`src/rtl/work_ctrl_n_pkg.sv`:
```
// Shared types and helpers for the N-channel UART work controller.
package work_ctrl_n_pkg;

  typedef enum logic [2:0] {
    ST_IDLE = 3'd0,
    ST_CFG  = 3'd1,
    ST_SCAN = 3'd2,
    ST_RD   = 3'd3,
    ST_LAT  = 3'd4,
    ST_WR   = 3'd5
  } state_e;

  localparam logic [15:0] BAUD_DEF_P = 16'd434;

  // Destination TX channel for source channel i: own TX, or the next channel around the ring.
  function automatic int unsigned dst(input int unsigned i, input logic route, input int unsigned nch);
    if (route) return (i + 1) % nch;
    else       return i;
  endfunction

endpackage

```
`src/rtl/work_ctrl_n_if.sv`:
```
// Bundle of the per-channel UART/FIFO signals between the controller and the channel instances.
interface work_ctrl_n_if #(
  parameter int NCH = 2,
  parameter int DW  = 8,
  parameter int AW  = 5,
  parameter int BW  = 16
);
  logic [NCH-1:0]    latch_baud;
  logic [NCH*BW-1:0] baud_word;
  logic [NCH-1:0]    self_loop;
  logic [NCH-1:0]    tx_fifo_wen;
  logic [NCH*DW-1:0] tx_fifo_wdata;
  logic [NCH-1:0]    tx_fifo_empty;
  logic [NCH-1:0]    tx_fifo_full;
  logic [NCH*AW-1:0] tx_fifo_usedw;
  logic [NCH-1:0]    rx_fifo_ren;
  logic [NCH*DW-1:0] rx_fifo_rdata;
  logic [NCH-1:0]    rx_fifo_empty;
  logic [NCH-1:0]    rx_fifo_full;
  logic [NCH*AW-1:0] rx_fifo_usedw;
  logic [NCH-1:0]    tx_work;
  logic [NCH-1:0]    rx_overflow;

  modport master (
    output latch_baud, baud_word, self_loop, tx_fifo_wen, tx_fifo_wdata, rx_fifo_ren,
    input  tx_fifo_empty, tx_fifo_full, tx_fifo_usedw, rx_fifo_rdata, rx_fifo_empty,
           rx_fifo_full, rx_fifo_usedw, tx_work, rx_overflow
  );

  modport slave (
    input  latch_baud, baud_word, self_loop, tx_fifo_wen, tx_fifo_wdata, rx_fifo_ren,
    output tx_fifo_empty, tx_fifo_full, tx_fifo_usedw, rx_fifo_rdata, rx_fifo_empty,
           rx_fifo_full, rx_fifo_usedw, tx_work, rx_overflow
  );
endinterface

```
`src/rtl/work_ctrl_n_rr_arbiter.sv`:
```
// Combinational round-robin picker: first requester at or after ptr, wrapping around.
module rr_arbiter #(
  parameter int NCH = 2,
  parameter int PW  = (NCH > 1) ? $clog2(NCH) : 1
) (
  input  logic [NCH-1:0] req,
  input  logic [PW-1:0]  ptr,
  output logic [PW-1:0]  gnt_idx,
  output logic           gnt_vld
);

  logic [PW-1:0] idx;

  // Walk from the farthest offset down so the nearest requester to ptr wins last.
  always_comb begin
    gnt_vld = 1'b0;
    gnt_idx = ptr;
    idx     = ptr;
    for (int k = NCH - 1; k >= 0; k--) begin
      idx = PW'((32'(ptr) + 32'(k)) % 32'(NCH));
      if (req[idx]) begin
        gnt_vld = 1'b1;
        gnt_idx = idx;
      end
    end
  end

endmodule

```
`src/rtl/work_ctrl_n.sv`:
```
// N-channel UART work controller: programs baud/self-loop, then forwards RX bytes to routed TX FIFOs.
module work_ctrl_n
  import work_ctrl_n_pkg::*;
#(
  parameter int            NCH      = 2,
  parameter int            DW       = 8,
  parameter int            AW       = 5,
  parameter int            BW       = 16,
  parameter logic [BW-1:0] BAUD_DEF = BW'(BAUD_DEF_P),
  parameter int            CW       = 16
) (
  input  logic              clk,
  input  logic              rst,
  input  logic              cfg_start,
  input  logic              cfg_stop,
  input  logic [BW-1:0]     cfg_baud,
  input  logic [NCH-1:0]    cfg_loop,
  input  logic [NCH-1:0]    cfg_route,
  input  logic              cnt_clr,
  work_ctrl_n_if.master     ch,
  output logic              busy,
  output logic [NCH*CW-1:0] ovf_cnt,
  output logic [31:0]       fwd_cnt
);

  localparam int PW = (NCH > 1) ? $clog2(NCH) : 1;

  state_e         state_q, state_d;
  logic           stop_pend_q;
  logic [NCH-1:0] route_q, self_loop_q;
  logic [BW-1:0]  baud_q;
  logic [PW-1:0]  ptr_q, sel_q, dst_sel, gnt_idx;
  logic           gnt_vld;
  logic [NCH-1:0] req;
  logic [DW-1:0]  data_q;
  logic [31:0]    fwd_cnt_q;
  logic [NCH-1:0] ovf_prev_q;
  logic [CW-1:0]  ovf_cnt_q [NCH];

  rr_arbiter #(.NCH(NCH), .PW(PW)) u_arb (
    .req     (req),
    .ptr     (ptr_q),
    .gnt_idx (gnt_idx),
    .gnt_vld (gnt_vld)
  );

  assign dst_sel       = PW'(dst(32'(sel_q), route_q[sel_q], NCH));
  assign busy          = (state_q != ST_IDLE);
  assign fwd_cnt       = fwd_cnt_q;
  assign ch.latch_baud = {NCH{state_q == ST_CFG}};
  assign ch.self_loop  = self_loop_q;

  for (genvar gi = 0; gi < NCH; gi++) begin : g_ch
    localparam int unsigned NXT = dst(gi, 1'b1, NCH);

    assign req[gi] = !ch.rx_fifo_empty[gi] &&
                     (route_q[gi] ? !ch.tx_fifo_full[NXT] : !ch.tx_fifo_full[gi]);
    assign ch.baud_word[gi*BW +: BW]     = baud_q;
    assign ch.tx_fifo_wdata[gi*DW +: DW] = data_q;
    assign ch.rx_fifo_ren[gi] = (state_q == ST_RD) && (sel_q == PW'(gi));
    assign ch.tx_fifo_wen[gi] = (state_q == ST_WR) && (dst_sel == PW'(gi));
    assign ovf_cnt[gi*CW +: CW] = ovf_cnt_q[gi];

    always_ff @(posedge clk) begin
      if (rst) begin
        ovf_prev_q[gi] <= 1'b0;
        ovf_cnt_q[gi]  <= '0;
      end else begin
        ovf_prev_q[gi] <= ch.rx_overflow[gi];
        if (cnt_clr)
          ovf_cnt_q[gi] <= '0;
        else if (ch.rx_overflow[gi] && !ovf_prev_q[gi] && (ovf_cnt_q[gi] != '1))
          ovf_cnt_q[gi] <= ovf_cnt_q[gi] + 1'b1;
      end
    end
  end

  always_comb begin
    state_d = state_q;
    unique case (state_q)
      ST_IDLE: if (cfg_start) state_d = ST_CFG;
      ST_CFG:  state_d = ST_SCAN;
      ST_SCAN: begin
        if (stop_pend_q)  state_d = ST_IDLE;
        else if (gnt_vld) state_d = ST_RD;
      end
      ST_RD:   state_d = ST_LAT;
      ST_LAT:  state_d = ST_WR;
      ST_WR:   state_d = stop_pend_q ? ST_IDLE : ST_SCAN;
      default: state_d = ST_IDLE;
    endcase
  end

  // Config words are captured with the start pulse so they are already stable while latch_baud strobes in CFG.
  always_ff @(posedge clk) begin
    if (rst) begin
      state_q     <= ST_IDLE;
      stop_pend_q <= 1'b0;
      route_q     <= '0;
      self_loop_q <= '0;
      baud_q      <= BAUD_DEF;
      ptr_q       <= '0;
      sel_q       <= '0;
      data_q      <= '0;
      fwd_cnt_q   <= '0;
    end else begin
      state_q <= state_d;
      if (state_d == ST_IDLE)
        stop_pend_q <= 1'b0;
      else if (cfg_stop && state_q != ST_IDLE)
        stop_pend_q <= 1'b1;
      if (state_q == ST_IDLE && cfg_start) begin
        baud_q      <= cfg_baud;
        self_loop_q <= cfg_loop;
        route_q     <= cfg_route;
      end
      if (state_q == ST_SCAN && state_d == ST_RD)
        sel_q <= gnt_idx;
      if (state_q == ST_LAT)
        data_q <= ch.rx_fifo_rdata[sel_q*DW +: DW];
      if (state_q == ST_WR) begin
        fwd_cnt_q <= fwd_cnt_q + 32'd1;
        ptr_q     <= PW'(dst(32'(sel_q), 1'b1, NCH));
      end
    end
  end

endmodule
```
`src/flat_wrapper.sv`:
```
// flat-port wrapper written by rule: the top's interface ports become plain ports
module work_ctrl_n_flat import work_ctrl_n_pkg::*;
#(
  parameter int            NCH      = 2,
  parameter int            DW       = 8,
  parameter int            AW       = 5,
  parameter int            BW       = 16,
  parameter logic [BW-1:0] BAUD_DEF = BW'(BAUD_DEF_P),
  parameter int            CW       = 16
)
  (clk, rst, cfg_start, cfg_stop, cfg_baud, cfg_loop, cfg_route, cnt_clr, busy, ovf_cnt, fwd_cnt, ch_latch_baud, ch_baud_word, ch_self_loop, ch_tx_fifo_wen, ch_tx_fifo_wdata, ch_rx_fifo_ren, ch_tx_fifo_empty, ch_tx_fifo_full, ch_tx_fifo_usedw, ch_rx_fifo_rdata, ch_rx_fifo_empty, ch_rx_fifo_full, ch_rx_fifo_usedw, ch_tx_work, ch_rx_overflow);
  work_ctrl_n_if #(.NCH(NCH), .DW(DW), .AW(AW), .BW(BW)) ch_i ();
  input  logic clk;
  input  logic rst;
  input  logic cfg_start;
  input  logic cfg_stop;
  input  logic [BW-1:0] cfg_baud;
  input  logic [NCH-1:0] cfg_loop;
  input  logic [NCH-1:0] cfg_route;
  input  logic cnt_clr;
  output logic busy;
  output logic [NCH*CW-1:0] ovf_cnt;
  output logic [31:0] fwd_cnt;
  output wire logic [$bits(ch_i.latch_baud)-1:0] ch_latch_baud;
  output wire logic [$bits(ch_i.baud_word)-1:0] ch_baud_word;
  output wire logic [$bits(ch_i.self_loop)-1:0] ch_self_loop;
  output wire logic [$bits(ch_i.tx_fifo_wen)-1:0] ch_tx_fifo_wen;
  output wire logic [$bits(ch_i.tx_fifo_wdata)-1:0] ch_tx_fifo_wdata;
  output wire logic [$bits(ch_i.rx_fifo_ren)-1:0] ch_rx_fifo_ren;
  input wire logic [$bits(ch_i.tx_fifo_empty)-1:0] ch_tx_fifo_empty;
  input wire logic [$bits(ch_i.tx_fifo_full)-1:0] ch_tx_fifo_full;
  input wire logic [$bits(ch_i.tx_fifo_usedw)-1:0] ch_tx_fifo_usedw;
  input wire logic [$bits(ch_i.rx_fifo_rdata)-1:0] ch_rx_fifo_rdata;
  input wire logic [$bits(ch_i.rx_fifo_empty)-1:0] ch_rx_fifo_empty;
  input wire logic [$bits(ch_i.rx_fifo_full)-1:0] ch_rx_fifo_full;
  input wire logic [$bits(ch_i.rx_fifo_usedw)-1:0] ch_rx_fifo_usedw;
  input wire logic [$bits(ch_i.tx_work)-1:0] ch_tx_work;
  input wire logic [$bits(ch_i.rx_overflow)-1:0] ch_rx_overflow;
  assign ch_latch_baud = ch_i.latch_baud;
  assign ch_baud_word = ch_i.baud_word;
  assign ch_self_loop = ch_i.self_loop;
  assign ch_tx_fifo_wen = ch_i.tx_fifo_wen;
  assign ch_tx_fifo_wdata = ch_i.tx_fifo_wdata;
  assign ch_rx_fifo_ren = ch_i.rx_fifo_ren;
  assign ch_i.tx_fifo_empty = ch_tx_fifo_empty;
  assign ch_i.tx_fifo_full = ch_tx_fifo_full;
  assign ch_i.tx_fifo_usedw = ch_tx_fifo_usedw;
  assign ch_i.rx_fifo_rdata = ch_rx_fifo_rdata;
  assign ch_i.rx_fifo_empty = ch_rx_fifo_empty;
  assign ch_i.rx_fifo_full = ch_rx_fifo_full;
  assign ch_i.rx_fifo_usedw = ch_rx_fifo_usedw;
  assign ch_i.tx_work = ch_tx_work;
  assign ch_i.rx_overflow = ch_rx_overflow;
  work_ctrl_n #(.NCH(NCH), .DW(DW), .AW(AW), .BW(BW), .BAUD_DEF(BAUD_DEF), .CW(CW)) u_core (.clk(clk), .rst(rst), .cfg_start(cfg_start), .cfg_stop(cfg_stop), .cfg_baud(cfg_baud), .cfg_loop(cfg_loop), .cfg_route(cfg_route), .cnt_clr(cnt_clr), .ch(ch_i), .busy(busy), .ovf_cnt(ovf_cnt), .fwd_cnt(fwd_cnt));
endmodule
```
`config.mk`:
```
export PLATFORM = sky130hd
export DESIGN_NAME = work_ctrl_n_flat
export DESIGN_NICKNAME = d
export VERILOG_FILES = /design/src/rtl/work_ctrl_n_pkg.sv /design/src/rtl/work_ctrl_n_if.sv /design/src/rtl/work_ctrl_n_rr_arbiter.sv /design/src/rtl/work_ctrl_n.sv /design/src/flat_wrapper.sv
export SDC_FILE = /design/constraint.sdc
export NUM_CORES = 1
export LEC_CHECK = 0
export BUFFER_PORTS_ARGS = -buffer_cell sky130_fd_sc_hd__buf_2
export CORE_ASPECT_RATIO = 0.75
export CORE_MARGIN = 1
export CORE_UTILIZATION = 44
export DETAILED_ROUTE_END_ITERATION = 12
export PLACE_DENSITY = 0.79
export SLEW_MARGIN = 20
export SYNTH_ARGS = -nofsm -noshare
export SYNTH_HDL_FRONTEND = slang
export SYNTH_SLANG_ARGS = --single-unit
```
`constraint.sdc`:
```
create_clock -name clk -period 2.39 [get_ports clk]
set_input_delay 0.478 -clock clk [delete_from_list [all_inputs] [get_ports clk]]
set_output_delay 0.478 -clock clk [all_outputs]
set_load 0.02 [all_outputs]
```
==> results of run 1 <==
==> through the flow <==
step                hold slack [ns]  util [%]  setup slack, ns  instances  cell area, um2
finish                        0.351      56.8            0.193        821            5940
global route                  0.348      56.8           0.0454        821            5940
CTS                           0.343      56.8            0.177        821            5940
detailed placement            0.459      54.0            0.191        805            5640
global placement              0.441      54.0            0.258        805            5640
floorplan                     0.454         -         0.000971        537            4810
==> worst min path at each step <==
stage / from / to / slack (ns) / depth (start not counted)
2_1_floorplan: u_core.route_q[0] / u_core.route_q[0] / 0.45 / 2
3_3_place_gp: u_core.ch.self_loop[1] / u_core.ch.self_loop[1] / 0.44 / 2
3_5_place_dp: u_core.baud_q[15] / u_core.baud_q[15] / 0.46 / 2
4_1_cts: cfg_baud[4] / u_core.baud_q[4] / 0.34 / 3
5_1_grt: cfg_baud[4] / u_core.baud_q[4] / 0.35 / 3
6_report: cfg_baud[4] / u_core.baud_q[4] / 0.35 / 3
==> logic make-up (layout without fill, tap and decap cells) <==
| group | after synthesis | after routing | synth area share, % |
|---|---|---|---|
| AND/OR/NAND/NOR | 232 | 232 | 24.5 |
| adder cells (fa/ha/maj) | 3 | 3 | 0.781 |
| flip-flops | 100 | 100 | 48.3 |
| XOR/XNOR | 31 | 31 | 5.65 |
| AO/OA/AOI/OAI | 93 | 93 | 11.1 |
| buffers and inverters | 68 | 216 | 7.47 |
| multiplexers | 10 | 10 | 2.11 |
==> layout make-up <==
cell class / instances / area [um2] / share of cell area (%)
Sequential cell: 100 / 2320 / 39.1
Multi-Input combinational cell: 369 / 2130 / 35.8
Timing Repair Buffer: 184 / 963 / 16.2
Clock buffer: 11 / 243 / 4.09
Tap cell: 136 / 170 / 2.87
Inverter: 16 / 60.1 / 1.01
Clock inverter: 5 / 51.3 / 0.864
==> flip-flops by register name (all words and copies together) (netlist names) <==
signal / flops
u_core.route_q: 2
u_core.data_q: 8
u_core.stop_pend_q: 1
u_core.ovf_cnt_q: 32
u_core.ptr_q: 1
u_core.fwd_cnt: 32
u_core.ovf_prev_q: 2
u_core.sel_q: 1
u_core.ch.self_loop: 2
u_core.state_q: 3
u_core.baud_q: 16
==> critical path, cell delays in order, from the launching register on <==
cell      delay (ns)
edfxtp_1        0.42
ha_1            0.23
nand2_1         0.12
or4_1           0.57
o21bai_1        0.24
nand2_2         0.28
==> cell usage in the layout (no fill, tap or decap), types with 2 or more instances in the layout <==
master	synthesis	routed
xnor2_1	23	23
nand3_1	20	20
nand2b_1	2	2
and4_1	4	4
a211oi_1	10	10
ha_1	3	3
buf_4	25	17
nand4_1	13	13
buf_2	2	167
or3_1	20	20
or4_1	13	13
clkinv_1	0	2
nor2b_1	3	3
o31ai_1	10	10
o21ai_0	18	18
nor3_1	10	10
nand3b_1	10	10
nand2_2	0	2
a21oi_1	48	48
edfxtp_1	32	32
clkbuf_16	0	9
xor2_1	8	8
and3_1	2	2
nand2_1	64	62
inv_1	16	16
nor4_1	5	5
mux2i_1	9	9
a31oi_1	2	2
nor2_1	57	57
and2_1	2	2
dfxtp_1	68	68
==> cell usage after synthesis, drive strengths merged (3+ instances only) <==
master / number / share of area, %
dfxtp: 68 / 28
nand2: 64 / 5.0
nor2: 57 / 4.5
a21oi: 48 / 5.0
edfxtp: 32 / 20
buf: 29 / 4.4
clkbuf: 23 / 1.8
xnor2: 23 / 4.2
nand3: 20 / 2.1
or3: 20 / 2.6
o21ai: 18 / 1.9
inv: 16 / 1.3
nand4: 14 / 2.1
or4: 14 / 2.3
a211oi: 10 / 1.6
nand3b: 10 / 1.6
nor3: 10 / 1.0
o31ai: 10 / 1.6
mux2i: 9 / 1.9
xor2: 8 / 1.5
nor4: 5 / 0.65
and4: 4 / 0.73
ha: 3 / 0.78
nor2b: 3 / 0.39
==> power breakdown <==
| part | internal (mW) | switching [mW] |
|---|---|---|
| registers | 1.85 | 0.0875 |
| clock network | 0.834 | 0.604 |
| logic | 0.262 | 0.466 |
| total | 2.95 | 1.16 |
==> metal layers <==
layer  share of wire (%)  up-vias
met2                  48      170
met4                0.75        0
met3                 6.9       10
met1                  44     2092
met5                   0        -
li1                    -     2159
==> flow_summary.json, run 1 <==
{
  "grtUsageMet1_pct": 25.8,
  "ys_seq_elements": 100,
  "numCtsBuffers": 9,
  "num_vias": 4431,
  "htreeDepth": 3,
  "grt_use_met3_pct": 4.74,
  "cts_resized": 0,
  "syn2layout_area_growth_pct": 23.6,
  "die-area_um2": 11300,
  "holdCritPathClass": "primary input to register",
  "netlist_area_um2": 4800,
  "ant_nets": 0,
  "crit_required_ns": 2.39,
  "wire_per_inst_um": 13.9,
  "track_usage_pct": 20.5,
  "rsz0062_at_grt": "no",
  "synth_nets": 613,
  "netlist_instances": 537,
  "antenna_found_initial": 0,
  "clk_pin_slew_ns": 0.07,
  "fillers": 946,
  "grt_max_degree": 69,
  "hold_viol_final": 0,
  "floorplan.io_pins": 194,
  "top_usage_layer": "met2",
  "gp_congestion": 0.817,
  "arrival_ns": 2.20,
  "synth.distinct_cells": 44,
  "grt_use_met2_pct": 34.7,
  "portBuffers": 167,
  "layout_min_cycle_time_ns": 2.20,
  "relSlewSlack_pct": 52.1,
  "grt_pass1_wl_um": 18600,
  "yosysWarnings": 0,
  "fp.dieW_um": 123,
  "cp-start-kind": "register",
  "rows": 32,
  "nets": 756,
  "reg2reg_depth": 5,
  "power_density_nw_per_um2": 692,
  "fp.coreArea_um2": 10500,
  "synth_flop_cell": "dfxtp_1",
  "period_share_pct": 91.9,
  "setup_viol": 0,
  "first_global_vias": 4070,
  "clock_sinks": 100,
  "max_freq_mhz": 455,
  "yosysSeqAreaShare_pct": 48.3,
  "fin_setup_tns_ns": 0,
  "grt_overflow": 0,
  "hold_buffers": 0,
  "synth_edf_count": 32,
  "drtIter0Drc": 274,
  "rr_endpoint": "u_core.ovf_cnt_q[0][3]",
  "dp_hpwl_um": 8370,
  "critPathLaunch": "u_core.ovf_cnt_q[0][1]",
  "root_buffer": "clkbuf_16",
  "worstSetupEndpoint": "u_core.ovf_cnt_q[0][3]",
  "clockBufferDepth": 2,
  "die_h_um": 92.5,
  "async_flop_share_pct": 0,
  "final_max_slew_viol_count": 0,
  "design_power_total_mw": 4.11,
  "status": "complete, no violations",
  "cts_setup_buffers": 0,
  "remaining_drc_errors": 0,
  "crit_fanout": 16,
  "insertion_delay_ns": 0.33,
  "r2r-start": "u_core.ovf_cnt_q[0][1]",
  "diodes": 0,
  "crit_type": "register to register",
  "first_pass_iters": 5,
  "initial_core_util_pct": 46.0,
  "endpoint_kind": "register",
  "static-leakage-power_nw": 2.43,
  "r2r_setup_slack_ns": 0.19,
  "wl_um": 11400,
  "viasPerCell": 5.40,
  "cts_tree": "built",
  "maxCapViolations": 0,
  "drive_gt1_share_pct": 29.9,
  "max-vdd-ir-drop_mv": 0.427,
  "tightest_slew_ns": 0.718,
  "finClkSkew_ns": 0.00568,
  "syn_area_per_cell_um2": 8.95
}
(Power assumes the default switching activity.)
==> inputs of run 2 (changes only) <==
--- a/config.mk
+++ b/config.mk
@@ -5,12 +5,14 @@
 export SDC_FILE = /design/constraint.sdc
 export NUM_CORES = 1
 export LEC_CHECK = 0
+export ABC_AREA = 1
 export BUFFER_PORTS_ARGS = -buffer_cell sky130_fd_sc_hd__buf_2
 export CORE_ASPECT_RATIO = 0.75
 export CORE_MARGIN = 1
-export CORE_UTILIZATION = 44
+export CORE_UTILIZATION = 45
+export CTS_CLUSTER_SIZE = 25
 export DETAILED_ROUTE_END_ITERATION = 12
-export PLACE_DENSITY = 0.79
+export PLACE_DENSITY = 0.78
 export SLEW_MARGIN = 20
 export SYNTH_ARGS = -nofsm -noshare
 export SYNTH_HDL_FRONTEND = slang
==> run 2 against run 1 <==
Net effect: flip-flop and latch count unchanged; clock-buffer cell count is 1 higher; final area is 9.7% higher; highest routed layer is now met5; largest cell class is now multi-input combinational cells; die area rose by 9.3%.
==> flow_summary.json, run 2 <==
{
  "fp.dieW_um": 128,
  "syn2layout_area_growth_pct": 21.0,
  "clk_pin_slew_ns": 0.07,
  "period_share_pct": 90.3,
  "insertion_delay_ns": 0.34,
  "floorplan.io_pins": 194,
  "synth.top_cells.by_area": "dfxtp_1 25%, edfxtp_1 18%, nand2_1 18%",
  "fp.coreArea_um2": 11600,
  "grt_max_degree": 43,
  "wl_met3_um": 855,
  "hold_viol_final": 0,
  "dp_hpwl_um": 9830,
  "power_density_nw_per_um2": 595,
  "final_common_cell": "nand2_1",
  "first_pass_iters": 5,
  "whs_path_depth": 3,
  "wire_per_inst_um": 12.3,
  "rsz0062_at_grt": "no",
  "crit_chain": "ha_1 -> nand2_1 -> nor3_2 -> nand2_2 -> nor2_2 -> nand2_1 -> nand2_2 -> nand2_1 -> buf_4",
  "static-leakage-power_nw": 2.91,
  "rows": 34,
  "ff_latch_area_um2": 2320,
  "crit_type": "register to register",
  "hold_buffers": 0,
  "max-vdd-ir-drop_mv": 0.340,
  "yosys.area.top_type": "dfxtp_1",
  "yosysSeqAreaShare_pct": 43.2,
  "r2r_setup_slack_ns": 0.23,
  "yosysWarnings": 0,
  "rr_endpoint": "u_core.ovf_cnt_q[1][13]",
  "netlist_area_um2": 5380,
  "clock_sinks": 100,
  "netlist_instances": 767,
  "ant_nets": 0,
  "grt_overflow": 0,
  "die_h_um": 96.7,
  "max_freq_mhz": 463,
  "worst-path-buf-inv": 1,
  "synth_edf_count": 32,
  "nets": 985,
  "cts_tree": "built",
  "track_usage_pct": 22.0,
  "root_buffer": "clkbuf_16",
  "synth_flop_cell": "dfxtp_1",
  "synth_top_area_share_pct": 25.3,
  "portBuffers": 167,
  "tightest_slew_ns": 0.495,
  "relSlewSlack_pct": 66.8,
  "initial_core_util_pct": 46.3,
  "wl_met2_um": 5970,
  "instances_no_fill": 1076,
  "die-area_um2": 12400,
  "highest_layer": "met5",
  "async_flop_share_pct": 0,
  "numCtsBuffers": 9,
  "diodes": 0,
  "reg2reg_depth": 9,
  "holdCritPathClass": "primary input to register",
  "wl_um": 13200,
  "crit_top_cell": "nand2_1",
  "synth_most_common_cell": "nand2_1",
  "drtIter0Drc": 342,
  "min_from": "cfg_baud[7]",
  "whs_ns": 0.332,
  "final_cell_mix": "251 x nand2_1, 167 x buf_2, 115 x nor2_1",
  "viasPerCell": 4.87,
  "clockBufferDepth": 2,
  "synthTopCellsByCount": "251 x nand2_1, 115 x nor2_1, 70 x inv_1",
  "cp-start-kind": "register",
  "synth.distinct_cells": 33,
  "finClkSkew_ns": 0.00797,
  "ys_seq_elements": 100,
  "dp.cells": 1060,
  "gp_congestion": 0.899,
  "crit_fanout": 16,
  "postLayoutCoreUtil_pct": 56.1,
  "drive_gt1_share_pct": 22.5,
  "setup_viol": 0,
  "htreeDepth": 3,
  "maxCapViolations": 0,
  "final_max_slew_viol_count": 0,
  "cts_resized": 0,
  "syn_area_per_cell_um2": 7.01,
  "fin_setup_tns_ns": 0,
  "cp_top_family": "simple AND/OR/NAND/NOR gates",
  "cts_setup_buffers": 0,
  "endpoint_kind": "register",
  "antenna_found_initial": 1,
  "wl_met1_um": 6240,
  "critPathSlowestCell": "edfxtp_1",
  "min_to": "u_core.baud_q[7]",
  "arrival_ns": 2.24,
  "multi_input_area_um2": 2500,
  "r2r-start": "u_core.ovf_cnt_q[1][0]",
  "slowest_delay_ns": 0.43,
  "crit_required_ns": 2.47,
  "first_global_vias": 4749,
  "grt_pass1_wl_um": 22000,
  "layout_min_cycle_time_ns": 2.16,
  "fillers": 1121,
  "num_vias": 5241,
  "remaining_drc_errors": 0,
  "status": "complete, no violations",
  "synth_nets": 843
}
-- run 2: stage by stage --
stage | cell area, um2 | setup WS, ns | power [mW]
3_3_place_gp | 6210 | 0.317 | 2.45
6_report | 6510 | 0.231 | 3.88
3_5_place_dp | 6210 | 0.261 | 2.46
2_1_floorplan | 5380 | 0.171 | 2.30
5_1_grt | 6510 | 0.0576 | 4.05
4_1_cts | 6510 | 0.233 | 3.92
-- run 2: worst reg2reg max path: stages, from the launching register on --
cell,delay (ns)
edfxtp_1,0.43
ha_1,0.22
nand2_1,0.08
nor3_2,0.28
nand2_2,0.13
nor2_2,0.14
nand2_1,0.08
nand2_2,0.25
nand2_1,0.08
buf_4,0.21
-- run 2: logic make-up (layout without fill, tap and decap cells) --
family	count (synthesis)	after routing	synth area share [%]
AO/OA/AOI/OAI	87	87	8.74
adder cells (fa/ha/maj)	3	3	0.698
XOR/XNOR	21	21	3.42
AND/OR/NAND/NOR	439	439	33.7
flip-flops	100	100	43.2
buffers and inverters	117	264	10.3
-- run 2: per-layer routing --
| layer | global-route usage (%) | up-vias |
|---|---|---|
| met5 | 0 | - |
| met4 | 6.15 | 2 |
| met3 | 4.31 | 22 |
| met2 | 35.9 | 188 |
| met1 | 29.5 | 2334 |
| li1 | - | 2695 |
-- run 2: final cells by class --
cell class | count | area share, %
clock buffers | 12 | 3.78
clock inverters | 4 | 0.788
inverters | 72 | 4.15
multi-input cells | 550 | 38.4
flip-flops and latches | 100 | 35.7
well taps | 162 | 3.11
repair buffers | 176 | 14.1
-- run 2: worst max-delay path by stage --
stage | start | end | cells after the start
2_1_floorplan | u_core.ovf_cnt_q[0][0] | u_core.ovf_cnt_q[0][0] | 7
3_3_place_gp | u_core.ovf_cnt_q[1][0] | u_core.ovf_cnt_q[1][4] | 9
3_5_place_dp | u_core.ovf_cnt_q[1][0] | u_core.ovf_cnt_q[1][4] | 9
4_1_cts | u_core.ovf_cnt_q[1][0] | u_core.ovf_cnt_q[1][13] | 9
5_1_grt | u_core.ovf_cnt_q[1][0] | u_core.ovf_cnt_q[1][13] | 9
6_report | u_core.ovf_cnt_q[1][0] | u_core.ovf_cnt_q[1][13] | 9
-- run 2: where the power goes --
group / internal (mW) / total (mW) / switching, mW
sequential: 1.83 / 1.90 / 0.0727
combinational: 0.175 / 0.517 / 0.342
clock: 0.841 / 1.46 / 0.615
total: 2.85 / 3.88 / 1.03
==> inputs of run 3 (changes only) <==
--- a/config.mk
+++ b/config.mk
@@ -7,12 +7,14 @@
 export LEC_CHECK = 0
 export ABC_AREA = 1
 export BUFFER_PORTS_ARGS = -buffer_cell sky130_fd_sc_hd__buf_2
+export CAP_MARGIN = 15
 export CORE_ASPECT_RATIO = 0.75
 export CORE_MARGIN = 1
 export CORE_UTILIZATION = 45
 export CTS_CLUSTER_SIZE = 25
 export DETAILED_ROUTE_END_ITERATION = 12
 export PLACE_DENSITY = 0.78
+export REMOVE_ABC_BUFFERS = 1
 export SLEW_MARGIN = 20
 export SYNTH_ARGS = -nofsm -noshare
 export SYNTH_HDL_FRONTEND = slang
==> run 3 against run 2 <==
Net effect: non-clock buffer count is 2 higher; clock-buffer cell count is 2 lower; flip-flop and latch count did not move; clock skew is 0.0010 ns lower; sequential power about the same; via count shrank 0.38%.
==> flow_summary.json, run 3 (synthesis gave the netlist of run 2 again) <==
{
  "status": "complete, no violations",
  "rows": 34,
  "cts_resized": 0,
  "hold_buffers": 0,
  "max_freq_mhz": 488,
  "dp_hpwl_um": 9840,
  "worstSetupEndpoint": "u_core.ovf_cnt_q[1][14]",
  "remaining_drc_errors": 0,
  "final_cell_mix": "251 x nand2_1, 167 x buf_2, 115 x nor2_1",
  "finClkSkew_ns": 0.00694,
  "worst_slack_ns": 0.342,
  "reg2reg_depth": 11,
  "fp.dieW_um": 128,
  "syn2layout_area_growth_pct": 20.7,
  "crit_type": "register to register",
  "first_global_vias": 4602,
  "period_share_pct": 85.7,
  "diodes": 0,
  "antenna_found_initial": 0,
  "setup_viol": 0,
  "power_density_nw_per_um2": 586,
  "cp-start-kind": "register",
  "fillers": 1138,
  "layout_min_cycle_time_ns": 2.05,
  "whs_ns": 0.338,
  "holdCritPathClass": "primary input to register",
  "die-area_um2": 12400,
  "rr_endpoint": "u_core.ovf_cnt_q[1][14]",
  "numCtsBuffers": 9,
  "num_vias": 5221,
  "crit_required_ns": 2.48,
  "static-leakage-power_nw": 2.90,
  "grt_pass1_wl_um": 21600,
  "fin_setup_tns_ns": 0,
  "drtIter0Drc": 369,
  "floorplan.io_pins": 194,
  "final_area_um2": 6490,
  "clock_sinks": 100,
  "die_h_um": 96.7,
  "rsz0062_at_grt": "no",
  "relSlewSlack_pct": 54.5,
  "portBuffers": 167,
  "wire_per_inst_um": 12.1,
  "clockBufferDepth": 2,
  "viasPerCell": 4.84,
  "final_common_cell": "nand2_1",
  "dp_slack_ns": 0.334,
  "maxCapViolations": 0,
  "cts_setup_buffers": 0,
  "crit_fanout": 14,
  "grt_max_degree": 24,
  "track_usage_pct": 21.5,
  "design_power_total_mw": 3.81,
  "placed_area_um2": 6220,
  "cts_tree": "built",
  "endpoint_kind": "register",
  "r2r-start": "u_core.ovf_cnt_q[1][0]",
  "wl_um": 13100,
  "insertion_delay_ns": 0.34,
  "tightest_slew_ns": 0.682,
  "critPathLaunch": "u_core.ovf_cnt_q[1][0]",
  "whs_path_depth": 3,
  "r2r_setup_slack_ns": 0.34,
  "drive_gt1_share_pct": 22.8,
  "grt_overflow": 0,
  "first_pass_iters": 5,
  "ant_nets": 0,
  "clk_pin_slew_ns": 0.07,
  "initial_core_util_pct": 46.3,
  "htreeDepth": 3,
  "max-vdd-ir-drop_mv": 0.435,
  "gp_congestion": 0.876,
  "fp.coreArea_um2": 11600,
  "arrival_ns": 2.14,
  "root_buffer": "clkbuf_16",
  "final_max_slew_viol_count": 0,
  "hold_viol_final": 0,
  "nets": 987
}
run 3: changes by cell type in the layout (fill, tap and decap cells not counted):
| cell | delta |
|---|---|
| buf_12 | -1 |
| buf_4 | +3 |
| bufinv_16 | -1 |
| clkbuf_1 | -1 |
| clkbuf_8 | -1 |
| inv_4 | +1 |
| inv_6 | +1 |
| inv_8 | +1 |
run 3: area by class of cell:
cell class                      instances  area, um2  share of cell area (%)
Clock inverter                          6       47.5                   0.732
Tap cell                              162        203                    3.12
Multi-Input combinational cell        550       2500                    38.6
Clock buffer                           10        229                    3.53
Inverter                               72        270                    4.16
Sequential cell                       100       2320                    35.8
Timing Repair Buffer                  178        918                    14.1
run 3: worst min-delay path by stage:
stage	end	startpoint	slack, ns
2_1_floorplan	u_core.route_q[1]	u_core.route_q[1]	0.46
3_3_place_gp	u_core.ch.self_loop[1]	u_core.ch.self_loop[1]	0.45
3_5_place_dp	u_core.ch.self_loop[0]	u_core.ch.self_loop[0]	0.46
4_1_cts	u_core.baud_q[5]	cfg_baud[5]	0.32
5_1_grt	u_core.baud_q[5]	cfg_baud[5]	0.34
6_report	u_core.baud_q[5]	cfg_baud[5]	0.34
run 3: critical path, stage by stage (launching register included):
cell      delay (ns)
edfxtp_1        0.41
ha_1            0.22
nand2_1         0.09
nor3_2          0.27
nand2_2         0.13
nor2_2          0.13
nand2_1         0.07
nand2_2         0.06
buf_4           0.19
inv_1           0.10
nand2_1         0.08
inv_1           0.05
run 3: per-stage QoR:
step	cells	utilization, %
after floorplan	722	-
after global placement	1062	53.5
after detailed placement	1062	53.5
after CTS	1078	55.9
after global routing	1078	55.9
final	1078	55.9
run 3: per-layer routing:
metal	GRT usage [%]	vias to the layer above	share of wire, %
li1	-	2697	-
met1	29.8	2342	49
met2	34.4	173	45
met3	4.54	9	5.7
met4	4.80	0	0.74
met5	0	-	0
run 3: where the power goes:
group,total [mW],internal (mW),switching (mW)
sequential,1.91,1.83,0.0745
clock,1.38,0.719,0.663
combinational,0.518,0.175,0.343
